`src/rtl/bound_flasher_ctrl.sv`:
```
`default_nettype none
// ============================================================================
// Module      : bound_flasher_ctrl
// Description : 16-lamp bound flasher. A FLICK in idle launches a fixed
//               thermometer-coded light sequence. Holding FLICK while the bar
//               is rising past lamp 5 or lamp 10 sends it back down, and that
//               leg repeats.
// Revision    : 1.0 - initial release
// ============================================================================
module bound_flasher_ctrl (
  input  logic        CLK,
  input  logic        RST,
  input  logic        FLICK,
  output logic [15:0] LED
);

  // Sequence legs. Each rising leg climbs toward a peak and each falling leg
  // drains toward a valley.
  typedef enum logic [2:0] {
    ST_IDLE  = 3'd0,
    ST_UP5   = 3'd1,
    ST_DN0   = 3'd2,
    ST_UP10  = 3'd3,
    ST_DN5   = 3'd4,
    ST_UP15  = 3'd5,
    ST_DNEND = 3'd6
  } state_t;

  // Bar patterns at which the sequence turns around or may kick back.
  localparam logic [15:0] C_LVL_NONE = 16'h0000;  // all lamps off
  localparam logic [15:0] C_LVL_4    = 16'h001F;  // lamps 0..4 on
  localparam logic [15:0] C_LVL_5    = 16'h003F;  // lamps 0..5 on
  localparam logic [15:0] C_LVL_10   = 16'h07FF;  // lamps 0..10 on
  localparam logic [15:0] C_LVL_15   = 16'hFFFF;  // lamps 0..15 on
  localparam logic [15:0] C_LVL_0    = 16'h0001;  // first lamp only

  state_t      r_state;
  logic [15:0] r_led;

  logic [15:0] w_shift_in;
  logic [15:0] w_shift_out;
  logic        w_at_5;
  logic        w_at_10;

  // Candidate next bar values: light one more lamp, or drop the top lamp.
  assign w_shift_in  = {r_led[14:0], 1'b1};
  assign w_shift_out = {1'b0, r_led[15:1]};

  // Kickback check points on the way up.
  assign w_at_5  = (r_led == C_LVL_5);
  assign w_at_10 = (r_led == C_LVL_10);

  assign LED = r_led;

  // Sequence controller: advances the bar one lamp per clock and picks the
  // next leg from the pre-edge bar value and FLICK.
  always_ff @(posedge CLK or posedge RST) begin
    if (RST) begin
      r_state <= ST_IDLE;
      r_led   <= C_LVL_NONE;
    end else begin
      case (r_state)
        ST_IDLE: begin
          if (FLICK) begin
            r_led   <= C_LVL_0;
            r_state <= ST_UP5;
          end else begin
            r_led   <= C_LVL_NONE;
          end
        end

        // First climb: no kickback possible, FLICK is ignored.
        ST_UP5: begin
          if (w_at_5) begin
            r_led   <= w_shift_out;
            r_state <= ST_DN0;
          end else begin
            r_led   <= w_shift_in;
          end
        end

        // Drain to empty, then start the climb toward lamp 10.
        ST_DN0: begin
          if (r_led == C_LVL_NONE) begin
            r_led   <= w_shift_in;
            r_state <= ST_UP10;
          end else begin
            r_led   <= w_shift_out;
          end
        end

        // Climb to lamp 10; a held FLICK at lamp 5 or lamp 10 repeats the
        // drain to empty instead of the normal drain to lamp 4.
        ST_UP10: begin
          if (w_at_10) begin
            r_led   <= w_shift_out;
            r_state <= FLICK ? ST_DN0 : ST_DN5;
          end else if (w_at_5 && FLICK) begin
            r_led   <= w_shift_out;
            r_state <= ST_DN0;
          end else begin
            r_led   <= w_shift_in;
          end
        end

        // Drain down to lamp 4, then climb to the top.
        ST_DN5: begin
          if (r_led == C_LVL_4) begin
            r_led   <= w_shift_in;
            r_state <= ST_UP15;
          end else begin
            r_led   <= w_shift_out;
          end
        end

        // Climb to the top; a held FLICK at lamp 5 or lamp 10 repeats the
        // drain to lamp 4.
        ST_UP15: begin
          if (r_led == C_LVL_15) begin
            r_led   <= w_shift_out;
            r_state <= ST_DNEND;
          end else if (FLICK && (w_at_5 || w_at_10)) begin
            r_led   <= w_shift_out;
            r_state <= ST_DN5;
          end else begin
            r_led   <= w_shift_in;
          end
        end

        // Final drain; the empty bar is held while returning to idle.
        ST_DNEND: begin
          if (r_led == C_LVL_NONE) begin
            r_state <= ST_IDLE;
          end else begin
            r_led   <= w_shift_out;
          end
        end

        // Unused encoding: recover to a clean idle.
        default: begin
          r_state <= ST_IDLE;
          r_led   <= C_LVL_NONE;
        end
      endcase
    end
  end

endmodule
`default_nettype wire

```
`config.mk`:
```
export PLATFORM = sky130hd
export DESIGN_NAME = bound_flasher_ctrl
export DESIGN_NICKNAME = d
export VERILOG_FILES = /design/src/rtl/bound_flasher_ctrl.sv
export SDC_FILE = /design/constraint.sdc
export NUM_CORES = 1
export LEC_CHECK = 0
export ABC_AREA = 1
export BUFFER_PORTS_ARGS = -buffer_cell sky130_fd_sc_hd__buf_2
export CAP_MARGIN = 30
export CORE_MARGIN = 1
export CORE_UTILIZATION = 52
export CTS_BUF_LIST = sky130_fd_sc_hd__clkbuf_4 sky130_fd_sc_hd__clkbuf_8
export DETAILED_ROUTE_END_ITERATION = 10
export GPL_TIMING_DRIVEN = 0
export PLACE_DENSITY = 0.83
export SYNTH_ARGS = -nofsm -noshare
export SYNTH_HDL_FRONTEND = slang
export SYNTH_SLANG_ARGS = --single-unit
```
`constraint.sdc`:
```
create_clock -name CLK -period 2.1 [get_ports CLK]
set_input_delay 0.21 -clock CLK [delete_from_list [all_inputs] [get_ports CLK]]
set_output_delay 0.21 -clock CLK [all_outputs]
set_load 0.01 [all_outputs]
```
# ---- Word-level counts from Yosys, hierarchy flattened
# Cells that the tools add are included.
dict set report word_totals {
  ff_bits 19
  latch_bits 0
  ram_bits 0
  rom_bits 0
  in_bits 3
  out_inout_bits 16
  memories 0
}
dict set report classes {
  add_sub_neg 0
  n_mul 0
  div 0
  n_lt_le_gt_ge 0
  n_eq_ne 18
  shift 0
  mux 21
  bitwise 0
  reduce_logical 6
}
# op count
set op_table {}
lappend op_table {{2-to-1 mux 16 bit} 8}
lappend op_table {{one-hot mux 16 bit (7 select lines)} 1}
lappend op_table {{2-to-1 mux 3 bit} 10}
lappend op_table {{one-hot mux 3 bit (7 select lines)} 1}
lappend op_table {{== test 16 x 11 -> 1 bit, second input constant} 1}
lappend op_table {{== test 16 bit, second input constant} 1}
lappend op_table {{== test 16 x 5 -> 1 bit, second input constant} 1}
lappend op_table {{== test 16 x 6 -> 1 bit, second input constant} 1}
lappend op_table {{zero test 16 bit} 1}
lappend op_table {{!= test 2 bit, second input constant} 6}
lappend op_table {{== test 3 bit, second input constant} 3}
lappend op_table {{AND reduction 7 bit} 1}
lappend op_table {{== test 3 x 2 -> 1 bit, second input constant} 2}
lappend op_table {{!= test 3 bit, second input constant} 2}
lappend op_table {{== test 3 x 1 -> 1 bit, second input constant} 1}
lappend op_table {{zero test 3 bit} 1}
lappend op_table {{logical AND 1 bit} 2}
lappend op_table {{logical OR 1 bit} 1}
lappend op_table {{2-to-1 mux 1 bit} 1}

# ---- Depth between registers and ports, before layout
dict set report logic_depth {
  ltp_word 6
  mapped_depth 11
}

# ---- Worst setup path after synthesis
# No wires, ideal clock.
dict set report synth_path {
  path_kind {register to register}
  start {reg r_led[12], in the netlist LED[12]}
  end {reg r_state[1]}
  setup_time_ns 0.118
  t_arrival_ns 1.325
  required_ns 1.982
  path_slack_ns 0.656
  path_stages_with_launch 11
  n_path_buf 0
  period_less_slack_ns 1.444
  cell_sequence {dfrtp_1 > nor2_4 > nand2_2 > nor2_4 > nand2_1 > nand2_2 > nand2_4 > nor2_8 > nand3_4 > nand2_1 > nand2_1}
}
dict set report synth_via {
  elab_chain_cells 5
  elab_cells_between_ends 18
}
# item line_no
set synth_lines {}
lappend synth_lines {{start, declared} 38} ;# logic [15:0] r_led;
lappend synth_lines {{start signal, assigned} 75} ;# r_led <= w_shift_out;
lappend synth_lines {{start signal, assigned} 78} ;# r_led <= w_shift_in;
lappend synth_lines {{start signal, assigned} 85} ;# r_led <= w_shift_in;
lappend synth_lines {{== test 16 x 6 -> 1 bit / == test 16 x 11 -> 1 bit (equally long branches)} {50, 51}}
lappend synth_lines {{logical OR 1 bit} 122} ;# end else if (FLICK && (w_at_5 || w_at_10)) begin
lappend synth_lines {{logical AND 1 bit} 122}
lappend synth_lines {{!= test 3 bit (no line)} --}
lappend synth_lines {{AND reduction 7 bit (no line)} --}
lappend synth_lines {{end signal, assigned} 97} ;# r_state <= FLICK ? ST_DN0 : ST_DN5;
lappend synth_lines {{end, declared} 37} ;# state_t r_state;
# Parallel ways exist; a longest one is shown, timed or not.
# A chain may end at the register's enable or synchronous reset.

# ---- Worst setup path after layout
dict set report layout_path {
  start {reg r_state[2]}
  end {reg r_state[2]}
}
dict set report layout_via {
  elab_chain_cells 3
  elab_cells_between_ends 16
}
# item line_no
set layout_lines {}
lappend layout_lines {{== test 3 bit, or another cell as far along} 62} ;# case (r_state)
lappend layout_lines {{!= test 3 bit (no line) / != test 2 bit (equally long branches)} --}
lappend layout_lines {{AND reduction 7 bit (no line)} --}
# Parallel ways exist; a longest one is shown, timed or not.

==> report_table.html <==
<table>
<tr><th>Metric</th><th>Value</th></tr>
<tr><th colspan="2">Setup path</th></tr>
<tr><td>Critical-path maximum fanout</td><td>10</td></tr>
<tr><td>Critical Path RT</td><td>2350 ps</td></tr>
<tr><td>Ordered cell list for the critical path</td><td>inv_2, nand3_2, inv_2, nand3_2, nand3_4, nand2_1, nand2_1</td></tr>
<tr><td>Critical path endpoint category</td><td>flip-flop</td></tr>
<tr><td>CP peak stage delay</td><td>480 ps</td></tr>
<tr><td>Cell with the biggest individual delay on the critical path</td><td>sky130_fd_sc_hd__dfrtp_1</td></tr>
<tr><td>Startpoint types</td><td>flip-flop</td></tr>
<tr><td>Class of the most critical setup path</td><td>reg -&gt; reg</td></tr>
<tr><td>Worst EP arrival</td><td>around 1900 ps</td></tr>
<tr><th colspan="2">Job</th></tr>
<tr><td>Maxcap violations</td><td>0</td></tr>
<tr><th colspan="2">STA</th></tr>
<tr><td>RSZ-0062 raised after global routing</td><td>false</td></tr>
<tr><td>Layout Skew</td><td>9.948 ps</td></tr>
<tr><td>Max-slew violation total from the final report</td><td>0</td></tr>
<tr><td>Slew at the pin closest to its max-slew limit</td><td>759.9 ps</td></tr>
<tr><td>Maximum operating frequency</td><td>617.6 MHz</td></tr>
<tr><td>Final hold violations</td><td>0</td></tr>
<tr><td>Setup violations, final</td><td>0</td></tr>
<tr><td>Total negative setup slack</td><td>0 ps</td></tr>
<tr><td>Final clock period utilization by the worst path</td><td>77.10%</td></tr>
<tr><td>Clock period minus final worst setup slack</td><td>1619 ps</td></tr>
<tr><td>Slew margin rel.</td><td>between 40% and 50%</td></tr>
<tr><th colspan="2">Power and ir drop</th></tr>
<tr><td>Cell Pwr Density</td><td>between 900 and 1000 nW/um^2</td></tr>
<tr><td>Total Power</td><td>1.551 mW</td></tr>
<tr><td>Reported leakage power</td><td>0.7780 nW</td></tr>
<tr><td>Highest ir drop seen on vdd</td><td>0.5781 mV</td></tr>
<tr><th colspan="2">GRT</th></tr>
<tr><td>GR Overflow Total</td><td>0</td></tr>
<tr><td>Pin count of the biggest net entering global routing</td><td>20</td></tr>
<tr><td>Global Route Usage Sum</td><td>between 20% and 30%</td></tr>
<tr><td>Initial antenna violation count</td><td>0</td></tr>
<tr><td>First-pass GRT wire length</td><td>7.093 mm</td></tr>
<tr><td>Vias in the first global route</td><td>1536</td></tr>
<tr><th colspan="2">Die</th></tr>
<tr><td>Effective utilization at floorplan</td><td>55.62%</td></tr>
<tr><td>Area of the core</td><td>2805 um^2</td></tr>
<tr><td>Die Span X</td><td>56.78 um</td></tr>
<tr><td>Total number of placement rows</td><td>19</td></tr>
<tr><td>Vert. Die Dim</td><td>around 57 um</td></tr>
<tr><td>Number of top-level pins</td><td>19</td></tr>
<tr><td>Die ar.</td><td>3223 um^2</td></tr>
<tr><th colspan="2">Yosys</th></tr>
<tr><td>Synthesized flop and latch total</td><td>19</td></tr>
<tr><td>Net Count, Synth</td><td>226</td></tr>
<tr><td>Post-Syn Area per Cell</td><td>6.997 um^2</td></tr>
<tr><td>Mapped Area</td><td>1560 um^2</td></tr>
<tr><td>Cells after Synth</td><td>223</td></tr>
<tr><td>Part of the Yosys area used for sequential elements</td><td>30.47%</td></tr>
<tr><td>Synth unique cells</td><td>27</td></tr>
<tr><td>Number of warning messages in the yosys log</td><td>0</td></tr>
<tr><th colspan="2">Routing</th></tr>
<tr><td>Routed via count</td><td>1646</td></tr>
<tr><td>Routed WL per cell</td><td>around 14 um</td></tr>
<tr><td>Number of nets still failing antenna checks after routing</td><td>0</td></tr>
<tr><td>DRC violation total after the first TritonRoute iteration</td><td>89</td></tr>
<tr><td>Routed wire length</td><td>between 3 and 4 mm</td></tr>
<tr><td>Via count normalized by instance count</td><td>5.964</td></tr>
<tr><td>DRC viols</td><td>2</td></tr>
<tr><td>DR pass1 iterations</td><td>7</td></tr>
<tr><th colspan="2">Clock network</th></tr>
<tr><td>Worst skew pair latency</td><td>310 ps</td></tr>
<tr><td>Hold buffer count at CTS</td><td>0</td></tr>
<tr><td>CTS tree</td><td>built</td></tr>
<tr><td>Clk pin slew, worst setup/hold paths</td><td>between 100 and 150 ps</td></tr>
<tr><td>CTS-repair resized insts</td><td>0</td></tr>
<tr><td># clock sinks</td><td>19</td></tr>
<tr><td>CTS root buffer</td><td>sky130_fd_sc_hd__clkbuf_4</td></tr>
<tr><td>Maximum root-to-sink buffer count</td><td>2</td></tr>
<tr><td>Total clock buffers created by CTS</td><td>3</td></tr>
<tr><td>Post-CTS Setup Repair Bufs</td><td>0</td></tr>
<tr><td>H-tree depth</td><td>1</td></tr>
<tr><th colspan="2">Final layout</th></tr>
<tr><td>Area Overhead vs Synth</td><td>10.02%</td></tr>
<tr><td>Antenna diode count</td><td>0</td></tr>
<tr><td>Multi-input gate area in the final layout</td><td>909.6 um^2</td></tr>
<tr><td>Net count, final</td><td>between 200 and 250</td></tr>
<tr><td>Number of fill cells</td><td>261</td></tr>
<tr><td>Area occupied by registers</td><td>~480 um^2</td></tr>
<tr><td>Share of post-route cells with drive strength above 1</td><td>between 20% and 30%</td></tr>
<tr><th colspan="2">Placed design</th></tr>
<tr><td>Number of port buffers</td><td>18</td></tr>
<tr><td>GPL Wtd Cong</td><td>approximately 0.96</td></tr>
<tr><td>Half-perimeter wire length after placement</td><td>2.931 mm</td></tr>
<tr><th colspan="2">Hold path</th></tr>
<tr><td>Min-Delay Path Class</td><td>in -&gt; async</td></tr>
<tr><th colspan="2">Outcome</th></tr>
<tr><td>Violations in the final reports</td><td>design-rule violations</td></tr>
<tr><td>Outcome</td><td>finished, violations left</td></tr>
</table>
-- flip-flops by register name, indices dropped and copies added (netlist names) --
register and flops:
LED 16, r_state 3
-- worst max-delay path: cells and delay by family (launching register included) --
kind / cells / cell delay [ps]
and+or+nand+nor: 5 / 660
buffers and inverters: 2 / 420
DFF: 1 / 480
-- per-layer routing --
metal  track usage, %  up-vias  wire length [um]  part of all wire, %
met5                0        -                 0                    0
met1            38.90      769              1826                   46
met2            44.39       67              1883                   47
li1                 -      803                 -                    -
met4            11.15        0                41                  1.0
met3            3.226        7               233                  5.8
-- area by class of cell --
class / count / area share [%]
sequential: 19 / 27.70
buffer: 6 / 1.676
clock inverter: 1 / 0.2915
clock buffer: 3 / 1.312
inverter: 39 / 8.528
multi-input combinational: 159 / 52.99
timing repair buffer: 18 / 5.248
tap: 31 / 2.259
-- cell usage after synthesis --
library cell / count / area (um^2)
sky130_fd_sc_hd__nand2_1: 42 / 157.7
sky130_fd_sc_hd__inv_1: 34 / 127.6
sky130_fd_sc_hd__nor2_1: 25 / 93.84
sky130_fd_sc_hd__o22ai_1: 24 / 150.1
sky130_fd_sc_hd__dfrtp_1: 19 / 475.5
sky130_fd_sc_hd__nand3_1: 16 / 80.08
sky130_fd_sc_hd__nand4_1: 9 / 56.30
sky130_fd_sc_hd__o221ai_1: 9 / 78.83
sky130_fd_sc_hd__nand2_2: 6 / 37.54
sky130_fd_sc_hd__buf_2: 5 / 25.02
sky130_fd_sc_hd__inv_2: 4 / 15.01
sky130_fd_sc_hd__nand3_2: 4 / 40.04
sky130_fd_sc_hd__nor2_4: 4 / 45.04
sky130_fd_sc_hd__a21oi_1: 3 / 15.01
sky130_fd_sc_hd__nor2_2: 3 / 18.77
sky130_fd_sc_hd__o21ai_1: 3 / 15.01
sky130_fd_sc_hd__nand2_4: 2 / 22.52
sky130_fd_sc_hd__o21ai_0: 2 / 10.01
sky130_fd_sc_hd__a211oi_1: 1 / 7.510
sky130_fd_sc_hd__clkbuf_1: 1 / 3.750
sky130_fd_sc_hd__clkinv_1: 1 / 3.750
sky130_fd_sc_hd__nand3_4: 1 / 17.52
sky130_fd_sc_hd__nand4_4: 1 / 21.27
sky130_fd_sc_hd__nor2_8: 1 / 20.02
sky130_fd_sc_hd__o211ai_1: 1 / 7.510
sky130_fd_sc_hd__o311ai_0: 1 / 8.760
sky130_fd_sc_hd__or3_1: 1 / 6.260
-- where the power goes --
| group | switching (mW) | leakage, nW | internal (mW) |
|---|---|---|---|
| Combinational | 0.557 | 0.503 | 0.279 |
| Sequential | 0.0858 | 0.257 | 0.434 |
| Clock | 0.124 | 0.0177 | 0.0712 |
| Total | 0.766 | 0.778 | 0.784 |
-- cell families after synthesis --
family / share of synthesized area (%)
compound gates: 18.76
buf+inv: 11.23
flops: 30.47
simple gates: 39.54
-- layout by cell type (no fill, tap or decap), types with 2 or more instances in the layout --
cell / Yosys / final
sky130_fd_sc_hd__a21oi_1: 3 / 3
sky130_fd_sc_hd__buf_2: 5 / 23
sky130_fd_sc_hd__clkbuf_4: 0 / 3
sky130_fd_sc_hd__dfrtp_1: 19 / 19
sky130_fd_sc_hd__inv_1: 34 / 34
sky130_fd_sc_hd__inv_2: 4 / 4
sky130_fd_sc_hd__nand2_1: 42 / 42
sky130_fd_sc_hd__nand2_2: 6 / 6
sky130_fd_sc_hd__nand2_4: 2 / 2
sky130_fd_sc_hd__nand3_1: 16 / 16
sky130_fd_sc_hd__nand3_2: 4 / 4
sky130_fd_sc_hd__nand4_1: 9 / 9
sky130_fd_sc_hd__nor2_1: 25 / 25
sky130_fd_sc_hd__nor2_2: 3 / 3
sky130_fd_sc_hd__nor2_4: 4 / 4
sky130_fd_sc_hd__o21ai_0: 2 / 2
sky130_fd_sc_hd__o21ai_1: 3 / 3
sky130_fd_sc_hd__o221ai_1: 9 / 9
sky130_fd_sc_hd__o22ai_1: 24 / 24
-- worst paths after layout --
path | startpoint | depth (start not counted) | endpoint | slack, ps
max in group asynchronous | RST | 2 | LED[4] | 1610
min in group CLK | FLICK | 4 | LED[11] | 290
min reg2reg | r_state[1] | 2 | r_state[1] | 620
min | RST | 2 | r_state[1] | 7
max reg2reg | r_state[2] | 7 | r_state[2] | 480
max | r_state[2] | 7 | r_state[2] | 480
-- metrics by stage --
step                      worst slack, ps  instances  hold WS [ps]  util (%)  instance area (um^2)
after CTS                           513.6        276         38.34     61.20                  1717
after global placement              500.9        272         378.2     60.21                  1689
after detailed placement            522.4        272         381.3     60.21                  1689
final                               480.9        276         6.745     61.20                  1717
after global routing                338.8        276         73.61     61.20                  1717
after floorplan                     656.3        223         161.1         -                  1560
No activity file was read; power rests on OpenSTA's default activity.
